`src/rtl/wb_slave_decoder.sv`:
```
// rtl/wb_slave_decoder.sv - Wishbone classic address decoder with registered grant, response mux and ack timeout
module wb_slave_decoder #(
   parameter int NUM_SLAVES = 8,
   parameter int ADDR_WIDTH = 40,
   parameter int DATA_WIDTH = 64,
   parameter logic [NUM_SLAVES*ADDR_WIDTH-1:0] SLV_BASE = '0,
   parameter logic [NUM_SLAVES*ADDR_WIDTH-1:0] SLV_MASK = '0,
   parameter int TIMEOUT_CYCLES = 255
) (
   input  logic                             sys_clock_i,
   input  logic                             sys_reset_i,
   input  logic                             wbs_cycle_i,
   input  logic                             wbs_strobe_i,
   input  logic                             wbs_we_i,
   input  logic [ADDR_WIDTH-1:0]            wbs_addr_i,
   input  logic [DATA_WIDTH-1:0]            wbs_data_i,
   input  logic [DATA_WIDTH/8-1:0]          wbs_sel_i,
   output logic [DATA_WIDTH-1:0]            wbs_data_o,
   output logic                             wbs_ack_o,
   output logic                             wbs_err_o,
   output logic [NUM_SLAVES-1:0]            wbm_cycle_o,
   output logic [NUM_SLAVES-1:0]            wbm_strobe_o,
   input  logic [NUM_SLAVES*DATA_WIDTH-1:0] wbm_data_i,
   input  logic [NUM_SLAVES-1:0]            wbm_ack_i,
   output logic [ADDR_WIDTH-1:0]            err_addr_o,
   output logic [15:0]                      err_count_o
);

   typedef enum logic [1:0] {
      ST_IDLE,
      ST_ACTIVE,
      ST_ERROR
   } state_t;

   localparam logic [15:0] TMO_LAST = 16'(TIMEOUT_CYCLES);

   state_t                  state_q, state_d;
   logic [NUM_SLAVES-1:0]   grant_q, grant_d;
   logic [15:0]             tmo_cnt_q, tmo_cnt_d;
   logic [ADDR_WIDTH-1:0]   err_addr_q, err_addr_d;
   logic [15:0]             err_count_q, err_count_d;

   logic [NUM_SLAVES-1:0]   match_onehot;
   logic                    match_any;
   logic [DATA_WIDTH-1:0]   rdata;
   logic                    active;
   logic                    ack_hit;
   logic                    tmo_expire;

   // Write data, select and we are broadcast to the slaves outside this block
   logic unused_inputs;
   assign unused_inputs = ^{wbs_we_i, wbs_data_i, wbs_sel_i};

   // Address decode: first slave (lowest index) whose compared bits match wins
   always_comb begin
      match_onehot = '0;
      match_any    = 1'b0;
      for (int i = 0; i < NUM_SLAVES; i++) begin
         if (!match_any &&
             (((wbs_addr_i ^ SLV_BASE[i*ADDR_WIDTH +: ADDR_WIDTH]) &
               SLV_MASK[i*ADDR_WIDTH +: ADDR_WIDTH]) == '0)) begin
            match_onehot[i] = 1'b1;
            match_any       = 1'b1;
         end
      end
   end

   // Read data mux: grant is one-hot, so OR-ing the gated lanes selects one slave
   always_comb begin
      rdata = '0;
      for (int i = 0; i < NUM_SLAVES; i++) begin
         if (grant_q[i]) begin
            rdata = rdata | wbm_data_i[i*DATA_WIDTH +: DATA_WIDTH];
         end
      end
   end

   assign active     = (state_q == ST_ACTIVE);
   assign ack_hit    = active && (|(grant_q & wbm_ack_i));
   assign tmo_expire = ((tmo_cnt_q + 16'd1) == TMO_LAST);

   assign wbm_cycle_o  = active ? (grant_q & {NUM_SLAVES{wbs_cycle_i}})  : '0;
   assign wbm_strobe_o = active ? (grant_q & {NUM_SLAVES{wbs_strobe_i}}) : '0;
   assign wbs_ack_o    = ack_hit;
   assign wbs_err_o    = (state_q == ST_ERROR);
   assign wbs_data_o   = active ? rdata : '0;
   assign err_addr_o   = err_addr_q;
   assign err_count_o  = err_count_q;

   // Next-state logic: decode in IDLE, wait for ack/abort/timeout in ACTIVE, one-cycle ERROR
   always_comb begin
      state_d     = state_q;
      grant_d     = grant_q;
      tmo_cnt_d   = tmo_cnt_q;
      err_addr_d  = err_addr_q;
      err_count_d = err_count_q;
      case (state_q)
         ST_IDLE: begin
            tmo_cnt_d = '0;
            if (wbs_cycle_i && wbs_strobe_i) begin
               if (match_any) begin
                  grant_d = match_onehot;
                  state_d = ST_ACTIVE;
               end else begin
                  grant_d = '0;
                  state_d = ST_ERROR;
               end
            end
         end
         ST_ACTIVE: begin
            // Ack is checked first so a late ack on the timeout cycle still completes
            if (ack_hit || !wbs_cycle_i) begin
               grant_d   = '0;
               tmo_cnt_d = '0;
               state_d   = ST_IDLE;
            end else if (tmo_expire) begin
               grant_d   = '0;
               tmo_cnt_d = '0;
               state_d   = ST_ERROR;
            end else begin
               tmo_cnt_d = tmo_cnt_q + 16'd1;
            end
         end
         ST_ERROR: begin
            err_addr_d = wbs_addr_i;
            if (err_count_q != 16'hFFFF) begin
               err_count_d = err_count_q + 16'd1;
            end
            state_d = ST_IDLE;
         end
         default: begin
            grant_d   = '0;
            tmo_cnt_d = '0;
            state_d   = ST_IDLE;
         end
      endcase
   end

   // State and error bookkeeping registers, cleared asynchronously
   always_ff @(posedge sys_clock_i or negedge sys_reset_i) begin
      if (!sys_reset_i) begin
         state_q     <= ST_IDLE;
         grant_q     <= '0;
         tmo_cnt_q   <= '0;
         err_addr_q  <= '0;
         err_count_q <= '0;
      end else begin
         state_q     <= state_d;
         grant_q     <= grant_d;
         tmo_cnt_q   <= tmo_cnt_d;
         err_addr_q  <= err_addr_d;
         err_count_q <= err_count_d;
      end
   end

endmodule

```
`config.mk`:
```
export PLATFORM = sky130hd
export DESIGN_NAME = wb_slave_decoder
export DESIGN_NICKNAME = d
export VERILOG_FILES = /design/src/rtl/wb_slave_decoder.sv
export SDC_FILE = /design/constraint.sdc
export NUM_CORES = 1
export LEC_CHECK = 0
export CAP_MARGIN = 20
export CORE_AREA = 4 4 301 303
export CTS_BUF_LIST = sky130_fd_sc_hd__clkbuf_4 sky130_fd_sc_hd__clkbuf_8
export DETAILED_ROUTE_END_ITERATION = 10
export DIE_AREA = 0 0 305 307
export SETUP_SLACK_MARGIN = 0.1
export SLEW_MARGIN = 40
export SYNTH_ARGS = -nofsm -noshare
export SYNTH_HDL_FRONTEND = slang
export SYNTH_SLANG_ARGS = --single-unit
```
`constraint.sdc`:
```
create_clock -name sys_clock_i -period 2.49 [get_ports sys_clock_i]
set_input_delay 0.498 -clock sys_clock_i [delete_from_list [all_inputs] [get_ports sys_clock_i]]
set_output_delay 0.498 -clock sys_clock_i [all_outputs]
set_load 0.01 [all_outputs]
```
==> impl_metrics.ini <==
[yosys]
yosysMostFrequentCell = nand2_1
synth_top_area_share_pct = 46.4
synthFlopType = dfrtp_1
synthCells = 472
synth.largest_area_cell = dfrtp_1
ys_ff_latch = 75
ys_seq_area_share_pct = 46.4
synthTopCellsByArea = dfrtp_1 46%, nand2_1 14%, and2_1 10%
async_flop_share_pct = 100
yosys_warnings = 0
ys_types = 51
ys_top_cells_by_count = 146 x nand2_1, 75 x dfrtp_1, 67 x and2_1, 21 x clkbuf_1, 17 x nand3_1
synth-edff-count = 0
synth.avg_cell_area_um2 = 8.57
synth.cell_area_um2 = 4050

[final_layout]
nNetsFinal = 1356
syn_to_final_growth_pct = 102
drive_above_1_share_pct = 17.6
register_area_um2 = 1880
num-fill-cells = 10220
multi_input_area_um2 = 2010
post_layout_nonfiller_instances = 1895

[global_route]
grt_max_degree = 51
grt_usage_pct = 6.57
overflow = 0
grt_pass1_vias = 4155
grt_antenna_before_repair = 24
grt_pass1_wl_mm = 40.1

[die]
rows = 109
chipHeight_um = 307
die_w_um = 305
die_area_um2 = 93600
start_util_pct = 4.60
ios = 775
core_area_um2 = 88000

[timing]
hold_viol = 0
period_share_pct = 94.8
worstMarginPinSlew_ps = 577
rsz0062_at_grt = yes
fin_worst_skew_ps = 12.8
timing.fmax_mhz = 424
timing.hold.ws_ps = 53.4
setup_tns_ps = 0
maxSlewViolCount = 0
fin_crit_ps = 2360
relSlewSlack_pct = 61.6
finalSetupViolCount = 0

[power]
p_sw_uw = 843
combPwrFrac_pct = 20.6
swShare_pct = 26.0
sequentialPowerShare_pct = 38.0
internal_power_uw = 2390
pwr_density_cell_nw_per_um2 = 396
ir_drop_uv = 277
pwr-share-clk_pct = 41.4
finalPower_uw = 3240
power.leakage_uw = 0.00313

[place]
dp_cells = 1861
place.gp.congestion = 0.722
place_hpwl_mm = 27.0
port-buffer-count = 232

[worst_setup_path]
startpoint_type = register
worstPathMaxFanout = 26
critPathKind = reg -> out
end_kind = output pin
crit_chain = and3b_2 > bufbuf_16 > and2_1 > clkdlybuf4s15_2
cp.arrival_ps = 1860
cp_slowest_cell = dfrtp_1
cp_data_required_time_ps = 1990
cpPeakStageDelay_ps = 380

[routing]
drc = 0
vias = 4293
vias_per_cell = 2.27
dr.pass1.iters = 5
wl_per_cell_um = 16.5
drt_wl_total_mm = 31.3
drt_iter0_markers = 136
ant_nets = 0

[clock_tree]
cts.path.max_buffers = 2
htree_levels = 3
clock_latency_ps = 400
clk_pin_slew_worst_paths_ps = 90
holdBufCountCts = 0
cts_tree = done
cts_sinks = 75
root_buffer = clkbuf_8
cts_buffers = 9

[worst_hold_path]
hold_path.class = in -> async

[outcome]
outcome = finished, final reports clean

[flow_run]
cap_violations = 0
-- cell usage in the layout, fill, tap and decap left out, types with 8 or more instances in the layout --
cell type	n
clkdlybuf4s50_1	164
nand2_1	146
dfrtp_1	74
and2_1	64
buf_4	47
buf_2	18
nand3_1	17
xnor2_1	16
buf_6	15
conb_1	14
clkbuf_8	11
nor2_1	10
diode_2	9
nand4_1	9
o21ai_0	9
and3_1	8
-- through the flow --
step | setup slack, ps | instance area (µm²) | util (%)
after floorplan | 150 | 4090 | -
after global placement | 106 | 7750 | 8.81
after detailed placement | 116 | 7750 | 8.81
after CTS | 44.1 | 8100 | 9.21
after global routing | 9.46 | 8160 | 9.27
final | 129 | 8180 | 9.30
-- layer usage --
| layer | up-vias | routed length (µm) | GRT usage (%) |
|---|---|---|---|
| met4 | 20 | 1100 | 2.77 |
| li1 | 2003 | - | - |
| met2 | 206 | 15300 | 11.3 |
| met3 | 42 | 3360 | 3.31 |
| met1 | 2022 | 11500 | 6.80 |
| met5 | - | 127 | 0 |
-- flip-flops by register name, summed over array words and instances (netlist names) --
signal,cells
err_count_o,16
grant_q,1
state_q,2
tmo_cnt_q,16
err_addr_o,40
-- cell type report --
class / count / area share [%]
sequential: 75 / 23.0
timing repair buffer: 262 / 30.7
tap: 1165 / 17.8
clock inverter: 4 / 1.47
multi-input combinational: 362 / 24.5
inverter: 6 / 0.275
antenna: 9 / 0.275
clock buffer: 12 / 1.94
-- worst paths after layout --
kind	from	endpoint	slack [ps]	cells past startpoint
setup / recovery	state_q[1]	wbm_cycle_o[0]	130	4
hold / removal	sys_reset_i	err_addr_o[30]	50	1
setup reg to reg	tmo_cnt_q[0]	tmo_cnt_q[2]	220	10
hold reg to reg	err_addr_o[20]	err_addr_o[20]	480	2
max in group asynchronous	sys_reset_i	err_count_o[12]	1800	2
min in group sys_clock_i	err_addr_o[20]	err_addr_o[20]	480	2
-- critical path, delay by kind of cell, from the launching register on --
family / cells / cell delay (ps)
DFF: 1 / 380
buffers and inverters: 2 / 600
and+or+nand+nor: 2 / 470
-- cell families after synthesis --
| logic type | after synthesis | synth area share (%) |
|---|---|---|
| XOR/XNOR | 20 | 4.33 |
| flip-flops | 75 | 46.4 |
| buffers and inverters | 48 | 5.94 |
| multiplexers | 3 | 0.773 |
| AO/OA/AOI/OAI | 37 | 6.59 |
| adder cells (fa/ha/maj) | 3 | 0.928 |
| other | 1 | 0.0927 |
| AND/OR/NAND/NOR | 285 | 35.0 |
-- power by group through the flow --
stage | Combinational [µW] | Sequential [µW] | Clock [µW]
floorplan | 163 | 1260 | 0
global placement | 648 | 1250 | 0
detailed placement | 644 | 1260 | 0
CTS | 683 | 1230 | 1420
global route | 706 | 1230 | 1450
finish | 668 | 1230 | 1340
-- what timing repair did --
action / in CTS / in global routing
gates cloned: 2 / 0
pin swaps: 1 / 5
endpoints found under the setup margin: 46 / 34
gates resized for setup: 132 / 11
setup buffers: 3 / 4
Note: power is estimated with default switching activity, not from simulation.
